File: src/rtl/ram_burst_master_if.sv
// rtl/ram_burst_master_if.sv - command, write-data, read-data and RAM-side signals of ram_burst_master
// Ports (master = burst engine view):
//   cmd_*    : burst command channel (valid/ready), write flag, start address, length
//   wr_*     : write-data stream into the engine (valid/ready)
//   rd_*     : read-data stream out of the engine (valid/ready)
//   busy/done: status, done pulses once per completed burst
//   mem_*    : single-port synchronous RAM strobes, address, data
interface ram_burst_master_if #(
  parameter int ADDR_W = 8,
  parameter int DATA_W = 32,
  parameter int LEN_W  = 9
);
  logic              cmd_valid;
  logic              cmd_ready;
  logic              cmd_write;
  logic [ADDR_W-1:0] cmd_addr;
  logic [LEN_W-1:0]  cmd_len;
  logic              wr_valid;
  logic              wr_ready;
  logic [DATA_W-1:0] wr_data;
  logic              rd_valid;
  logic              rd_ready;
  logic [DATA_W-1:0] rd_data;
  logic              busy;
  logic              done;
  logic              mem_rd_en;
  logic              mem_wr_en;
  logic [ADDR_W-1:0] mem_addr;
  logic [DATA_W-1:0] mem_wdata;
  logic [DATA_W-1:0] mem_rdata;

  modport master (
    input  cmd_valid, cmd_write, cmd_addr, cmd_len, wr_valid, wr_data, rd_ready, mem_rdata,
    output cmd_ready, wr_ready, rd_valid, rd_data, busy, done,
           mem_rd_en, mem_wr_en, mem_addr, mem_wdata
  );

  modport slave (
    output cmd_valid, cmd_write, cmd_addr, cmd_len, wr_valid, wr_data, rd_ready, mem_rdata,
    input  cmd_ready, wr_ready, rd_valid, rd_data, busy, done,
           mem_rd_en, mem_wr_en, mem_addr, mem_wdata
  );
endinterface

File: src/rtl/ram_burst_master.sv
// rtl/ram_burst_master.sv - burst initiator for a single-port RAM with 1-cycle registered read
// Ports:
//   clk   : clock, posedge
//   rst_n : asynchronous active-low reset
//   bus   : ram_burst_master_if.master (command, write stream, read stream, status, RAM side)
module ram_burst_master #(
  parameter int ADDR_W = 8,
  parameter int DATA_W = 32,
  parameter int LEN_W  = 9
) (
  input  logic                clk,
  input  logic                rst_n,
  ram_burst_master_if.master  bus
);

  typedef enum logic [1:0] {IDLE, WRITE, READ, DONE} state_t;

  state_t            state;
  state_t            state_nxt;
  logic [ADDR_W-1:0] addr;
  logic [LEN_W-1:0]  remaining;
  logic              inflight;
  logic [DATA_W-1:0] rbuf [2];
  logic              head;
  logic [1:0]        occ;

  logic              cmd_hs;
  logic              wr_hs;
  logic              pop;
  logic              issue;
  logic [2:0]        occ_sum;
  logic [1:0]        occ_nxt;

  always_ff @(posedge clk or negedge rst_n) begin
    if (!rst_n) state <= IDLE;
    else        state <= state_nxt;
  end

  always_comb begin
    cmd_hs  = (state == IDLE) && bus.cmd_valid;
    wr_hs   = (state == WRITE) && bus.wr_valid;
    pop     = (occ != 2'd0) && bus.rd_ready;
    // Buffer occupancy at the end of this cycle, counting the word landing from last cycle's read.
    occ_sum = {1'b0, occ} + {2'b00, inflight} - {2'b00, pop};
    occ_nxt = occ_sum[1:0];
    // Issuing only while fewer than 2 words are committed keeps the 2-deep buffer from overflowing.
    issue   = (state == READ) && (remaining != '0) && (occ_sum < 3'd2);

    state_nxt = state;
    case (state)
      IDLE: begin
        if (cmd_hs) begin
          if (bus.cmd_len == '0)  state_nxt = DONE;
          else if (bus.cmd_write) state_nxt = WRITE;
          else                    state_nxt = READ;
        end
      end
      WRITE: begin
        if (wr_hs && (remaining == LEN_W'(1))) state_nxt = DONE;
      end
      READ: begin
        if ((remaining == '0) && !inflight && (occ_nxt == 2'd0)) state_nxt = DONE;
      end
      DONE:    state_nxt = IDLE;
      default: state_nxt = IDLE;
    endcase

    // cmd_ready is gated by rst_n so it reads 0 while reset is held.
    bus.cmd_ready = (state == IDLE) && rst_n;
    bus.wr_ready  = (state == WRITE);
    bus.busy      = (state != IDLE);
    bus.done      = (state == DONE);
    bus.mem_wr_en = wr_hs;
    bus.mem_wdata = (state == WRITE) ? bus.wr_data : '0;
    bus.mem_rd_en = issue;
    bus.mem_addr  = addr;
    bus.rd_valid  = (occ != 2'd0);
    bus.rd_data   = (occ != 2'd0) ? rbuf[head] : '0;
  end

  always_ff @(posedge clk or negedge rst_n) begin
    if (!rst_n) begin
      addr      <= '0;
      remaining <= '0;
      inflight  <= 1'b0;
      rbuf[0]   <= '0;
      rbuf[1]   <= '0;
      head      <= 1'b0;
      occ       <= 2'd0;
    end else begin
      inflight <= issue;
      if (cmd_hs) begin
        addr      <= bus.cmd_addr;
        remaining <= bus.cmd_len;
      end else if (wr_hs || issue) begin
        addr      <= addr + ADDR_W'(1);
        remaining <= remaining - LEN_W'(1);
      end
      // Tail slot is head+occ mod 2; when occ==2 that is the head slot, which is popping this cycle.
      if (inflight) rbuf[head ^ occ[0]] <= bus.mem_rdata;
      if (pop) head <= ~head;
      occ <= occ_nxt;
    end
  end

endmodule

File: src/flat_wrapper.sv
// flat-port wrapper written by rule: the top's interface ports become plain ports
module ram_burst_master_flat 
#(
  parameter int ADDR_W = 8,
  parameter int DATA_W = 32,
  parameter int LEN_W  = 9
)
  (clk, rst_n, bus_cmd_valid, bus_cmd_write, bus_cmd_addr, bus_cmd_len, bus_wr_valid, bus_wr_data, bus_rd_ready, bus_mem_rdata, bus_cmd_ready, bus_wr_ready, bus_rd_valid, bus_rd_data, bus_busy, bus_done, bus_mem_rd_en, bus_mem_wr_en, bus_mem_addr, bus_mem_wdata);
  ram_burst_master_if #(.ADDR_W(ADDR_W), .DATA_W(DATA_W), .LEN_W(LEN_W)) bus_i ();
  input  logic clk;
  input  logic rst_n;
  input wire logic [$bits(bus_i.cmd_valid)-1:0] bus_cmd_valid;
  input wire logic [$bits(bus_i.cmd_write)-1:0] bus_cmd_write;
  input wire logic [$bits(bus_i.cmd_addr)-1:0] bus_cmd_addr;
  input wire logic [$bits(bus_i.cmd_len)-1:0] bus_cmd_len;
  input wire logic [$bits(bus_i.wr_valid)-1:0] bus_wr_valid;
  input wire logic [$bits(bus_i.wr_data)-1:0] bus_wr_data;
  input wire logic [$bits(bus_i.rd_ready)-1:0] bus_rd_ready;
  input wire logic [$bits(bus_i.mem_rdata)-1:0] bus_mem_rdata;
  output wire logic [$bits(bus_i.cmd_ready)-1:0] bus_cmd_ready;
  output wire logic [$bits(bus_i.wr_ready)-1:0] bus_wr_ready;
  output wire logic [$bits(bus_i.rd_valid)-1:0] bus_rd_valid;
  output wire logic [$bits(bus_i.rd_data)-1:0] bus_rd_data;
  output wire logic [$bits(bus_i.busy)-1:0] bus_busy;
  output wire logic [$bits(bus_i.done)-1:0] bus_done;
  output wire logic [$bits(bus_i.mem_rd_en)-1:0] bus_mem_rd_en;
  output wire logic [$bits(bus_i.mem_wr_en)-1:0] bus_mem_wr_en;
  output wire logic [$bits(bus_i.mem_addr)-1:0] bus_mem_addr;
  output wire logic [$bits(bus_i.mem_wdata)-1:0] bus_mem_wdata;
  assign bus_i.cmd_valid = bus_cmd_valid;
  assign bus_i.cmd_write = bus_cmd_write;
  assign bus_i.cmd_addr = bus_cmd_addr;
  assign bus_i.cmd_len = bus_cmd_len;
  assign bus_i.wr_valid = bus_wr_valid;
  assign bus_i.wr_data = bus_wr_data;
  assign bus_i.rd_ready = bus_rd_ready;
  assign bus_i.mem_rdata = bus_mem_rdata;
  assign bus_cmd_ready = bus_i.cmd_ready;
  assign bus_wr_ready = bus_i.wr_ready;
  assign bus_rd_valid = bus_i.rd_valid;
  assign bus_rd_data = bus_i.rd_data;
  assign bus_busy = bus_i.busy;
  assign bus_done = bus_i.done;
  assign bus_mem_rd_en = bus_i.mem_rd_en;
  assign bus_mem_wr_en = bus_i.mem_wr_en;
  assign bus_mem_addr = bus_i.mem_addr;
  assign bus_mem_wdata = bus_i.mem_wdata;
  ram_burst_master #(.ADDR_W(ADDR_W), .DATA_W(DATA_W), .LEN_W(LEN_W)) u_core (.clk(clk), .rst_n(rst_n), .bus(bus_i));
endmodule
File: config.mk
export PLATFORM = sky130hd
export DESIGN_NAME = ram_burst_master_flat
export DESIGN_NICKNAME = d
export VERILOG_FILES = /design/src/rtl/ram_burst_master_if.sv /design/src/rtl/ram_burst_master.sv /design/src/flat_wrapper.sv
export SDC_FILE = /design/constraint.sdc
export NUM_CORES = 1
export LEC_CHECK = 0
export ABC_AREA = 1
export CORE_MARGIN = 5
export CORE_UTILIZATION = 50
export DETAILED_ROUTE_END_ITERATION = 8
export GPL_ROUTABILITY_DRIVEN = 0
export PLACE_DENSITY_LB_ADDON = 0.05
export SKIP_LAST_GASP = 1
export SYNTH_ARGS = -nofsm -noshare
export SYNTH_HDL_FRONTEND = slang
export SYNTH_SLANG_ARGS = --single-unit
File: constraint.sdc
create_clock -name clk -period 5.5 [get_ports clk]
set_clock_uncertainty 0.2 [all_clocks]
set_input_delay 0.825 -clock clk [delete_from_list [all_inputs] [get_ports clk]]
set_output_delay 0.825 -clock clk [all_outputs]
set_load 0.01 [all_outputs]
==> impl_summary.log <==
INFO  metric outcome = completed
INFO  metric critical_path_peak_fanout = 3
INFO  metric floorplan.io_pins = 166
INFO  metric cts.clk_slew.worst_paths = 0.09 ns
INFO  metric routed_wire_per_std_cell = 14.1 um
INFO  metric dieArea = 0.0119 mm^2
INFO  metric cells_traversed_along_the_worst_timing_path = clkdlybuf4s50_1 > inv_1 > nor2_1 > ha_1 > inv_1 > ha_1 > fa_1 > nand3b_1 > nor2_1 > nand2_4 > inv_1 > clkdlybuf4s50_1
INFO  metric grt.total_usage = 21.9%
INFO  metric power = 3.93 mW
INFO  metric r2r_slack = 2.60 ns
INFO  metric initial_antenna_violation_count = 0
INFO  metric fin_hold_ws = 0.181 ns
INFO  metric die_w = 109 um
INFO  metric min_path_type = in -> async
INFO  metric timing.critical_path.max_delay_family = buffers and inverters
INFO  metric max-slew-margin-rel = 20.9%
INFO  metric timing_worst_setup_path_type = in -> out
INFO  metric instance_area_after_placement = 0.00658 mm^2
INFO  metric setup.worst_path.start_class = primary input
INFO  metric routed_via_density = 4.98
INFO  metric worst_skew_pair_latency = 0.36 ns
INFO  metric synth_area_per_cell = 8.24 um^2
INFO  metric post_route_cells_drive_above_1_share = 10.5%
INFO  metric syn2layout_area_growth = 38.1%
INFO  metric syn-num-nets = 692
INFO  metric port_buffers = 165
INFO  metric timing.critical_path.required = 4.47 ns
INFO  metric timing.critical_path.arrival = 3.42 ns
INFO  metric fp.coreArea = 0.00964 mm^2
INFO  metric critPathBufInv = 5
INFO  metric slew_viol_final = 0
INFO  metric cts.hold.buffers_added = 0
INFO  metric drc_violation_count_after_routing = 0
INFO  metric synth_top_flop_cell = sky130_fd_sc_hd__dfrtp_1
INFO  metric finalCriticalPeriod = 4.45 ns
INFO  metric clock.fmax = 225 MHz
INFO  metric grt_start_max_net_pins = 67
INFO  metric total_count_of_hold_check_failures_in_the_final_report = 0
INFO  metric tritoncts = yes
INFO  metric syn_inst = 594
INFO  metric regToRegStartpoint = u_core.occ[1]
INFO  metric post_cts_resize_count = 0
INFO  metric worst_path_largest_cell_delay = 0.54 ns
INFO  metric number_of_warnings_issued_by_yosys = 0
INFO  metric post-route-cell-area = 0.00676 mm^2
INFO  metric async_flop_share = 100%
INFO  metric cpMaxStageDelayCell = sky130_fd_sc_hd__clkdlybuf4s50_1
INFO  metric ys_seq_elements = 87
INFO  metric finalNonFillerCells = 883
INFO  metric layout.nets = 843
INFO  metric h-tree-depth = 3
INFO  metric wl = 12.4 mm
INFO  metric detail_route.first_pass.iterations = 4
INFO  metric path_common_cell = sky130_fd_sc_hd__inv_1
INFO  metric cts_root_buf = sky130_fd_sc_hd__clkbuf_8
INFO  metric ys_seq_area_share = 44.5%
INFO  metric leakage_dissipation = 3.36 nW
INFO  metric timing.rr.end = u_core.remaining[7]
INFO  metric synth_enable_flop_cells = 0
INFO  metric drtAntennaViolNets = 0
INFO  metric starting_density_of_the_core = 50.8%
INFO  metric hpwlAfterDp = 9.13 mm
INFO  metric num-fill-cells = 785
INFO  metric cts-root-to-sink-buffers = 2
INFO  metric cts.repair_timing.setup_buffer_count = 0
INFO  metric netlist_area = 0.00489 mm^2
INFO  metric fin_tns_setup = 0 ns
INFO  metric rsz0062_at_grt = no
INFO  metric number_of_buffers_created_by_cts = 9
INFO  metric vias_in_the_first_global_route = 4587
INFO  metric cap_violations = 0
INFO  metric vias = 4399
INFO  metric post-route-period-util = 80.9%
INFO  metric critical_path.startpoint = bus_rd_ready
INFO  metric placement_rows = 36
INFO  metric finalWorstSetupSlack = 1.05 ns
INFO  metric setup_viols_final = 0
INFO  metric die_height = 109 um
INFO  metric grt_remaining_overflow = 0
INFO  metric power-per-cell-area = 581 mW/mm^2
INFO  metric grt_first_pass_wirelength = 20.8 mm
INFO  metric initialDrtViolationCount = 340
INFO  metric vdd_ir_drop_max = 0.000311 V
INFO  metric finish.utilization = 70.1%
INFO  metric end_kind = output pin
INFO  metric clock_sink_count = 87
INFO  metric place_worst_setup_slack = 1.04 ns
INFO  metric yosysUniqueCellTypes = 32
INFO  metric placed_cells = 867
INFO  metric worstMarginPinSlew = 1.18 ns
INFO  metric antenna_cells_inserted = 0
INFO  metric r2r_cells = 13
worst max path at each step:
stage                     to  slack, ns  depth (start not counted)
6_report       bus_mem_rd_en       1.05                         12
5_1_grt        bus_mem_rd_en       0.86                         12
4_1_cts        bus_mem_rd_en       1.03                         12
3_5_place_dp   bus_mem_rd_en       1.04                         12
3_3_place_gp   bus_mem_rd_en       1.08                         12
2_1_floorplan  bus_mem_rd_en       2.11                         10
where the power goes:
part,internal (mW),switching [mW],leakage [nW]
combinational,1.17,1.12,2.23
clock,0.170,0.250,0.0842
sequential,0.967,0.247,1.04
flip-flops by register name, summed over array words and instances, names as in the netlist:
name                 count
u_core.rbuf             64
u_core.remaining         9
u_core.bus.mem_addr      8
u_core.occ               2
u_core.state             2
u_core.head              1
u_core.inflight          1
worst reg2reg max path: stages (launching register included):
cell and delay, ns:
sky130_fd_sc_hd__dfrtp_1 0.42, sky130_fd_sc_hd__nor2_1 0.14, sky130_fd_sc_hd__nor2_1 0.08, sky130_fd_sc_hd__ha_1 0.28
sky130_fd_sc_hd__inv_1 0.04, sky130_fd_sc_hd__ha_1 0.18, sky130_fd_sc_hd__fa_1 0.47, sky130_fd_sc_hd__nand3b_1 0.17
sky130_fd_sc_hd__nor2_1 0.17, sky130_fd_sc_hd__nand2_4 0.09, sky130_fd_sc_hd__nand3_4 0.28, sky130_fd_sc_hd__inv_2 0.14
sky130_fd_sc_hd__nand2_1 0.08, sky130_fd_sc_hd__nand2_1 0.05
cells by family (layout without fill, tap and decap cells):
| logic type | Yosys count | in the layout | synth area share, % |
|---|---|---|---|
| compound gates | 120 | 120 | 13.1 |
| xor+xnor | 3 | 3 | 0.691 |
| fa+ha+maj | 11 | 11 | 2.97 |
| buf+inv | 127 | 283 | 10.7 |
| flops | 87 | 87 | 44.5 |
| mux | 32 | 32 | 9.66 |
| simple gates | 214 | 214 | 18.4 |
cells in the final DEF, fill, tap and decap left out, drive strengths merged:
cell type      Yosys  layout
xnor2              1       1
clkinvlp           0       3
mux2              32      32
buf               12       3
a31oi              3       3
o21bai             2       2
nor2              27      27
or2                1       1
clkdlybuf4s50      0     164
dfrtp             87      87
fa                 1       1
clkbuf            15       9
nand4              1       1
o21ai             81      81
inv               99     102
ha                10      10
nand3             20      20
xor2               2       2
a21oi             34      34
clkinv             1       2
nand2            163     163
nand3b             1       1
nor3               1       1
final cells by class:
class | instances | area [um^2] | area share, %
Sequential cell | 87 | 2180 | 32.2
Clock inverter | 7 | 56.3 | 0.833
Clock buffer | 9 | 124 | 1.83
Timing Repair Buffer | 167 | 1660 | 24.6
Inverter | 100 | 375 | 5.55
Multi-Input combinational cell | 380 | 2190 | 32.5
Tap cell | 133 | 166 | 2.46
synth_stat cells (2+ instances only):
library cell / number / area [um^2]
sky130_fd_sc_hd__inv_1: 96 / 360
sky130_fd_sc_hd__mux2_2: 2 / 22.5
sky130_fd_sc_hd__buf_6: 5 / 56.3
sky130_fd_sc_hd__a31oi_1: 3 / 18.8
sky130_fd_sc_hd__xor2_1: 2 / 17.5
sky130_fd_sc_hd__a21oi_1: 34 / 170
sky130_fd_sc_hd__o21bai_1: 2 / 15.0
sky130_fd_sc_hd__nor2_4: 2 / 22.5
sky130_fd_sc_hd__dfrtp_1: 87 / 2180
sky130_fd_sc_hd__o21ai_2: 9 / 78.8
sky130_fd_sc_hd__nor2_1: 24 / 90.1
sky130_fd_sc_hd__nand3_1: 18 / 90.1
sky130_fd_sc_hd__nand2_2: 7 / 43.8
sky130_fd_sc_hd__inv_2: 3 / 11.3
sky130_fd_sc_hd__ha_1: 10 / 125
sky130_fd_sc_hd__o21ai_1: 2 / 10.0
sky130_fd_sc_hd__mux2_4: 30 / 450
sky130_fd_sc_hd__nand2_1: 155 / 582
sky130_fd_sc_hd__buf_2: 7 / 35.0
sky130_fd_sc_hd__o21ai_0: 70 / 350
sky130_fd_sc_hd__clkbuf_1: 15 / 56.3
routing by layer:
metal	GRT usage (%)	up-vias	wire length, um
li1	-	2162	-
met1	26.5	2064	5150
met2	36.8	160	6040
met3	6.99	13	1070
met4	7.30	0	176
met5	0	-	0
Note: power is estimated with default switching activity, not from simulation.
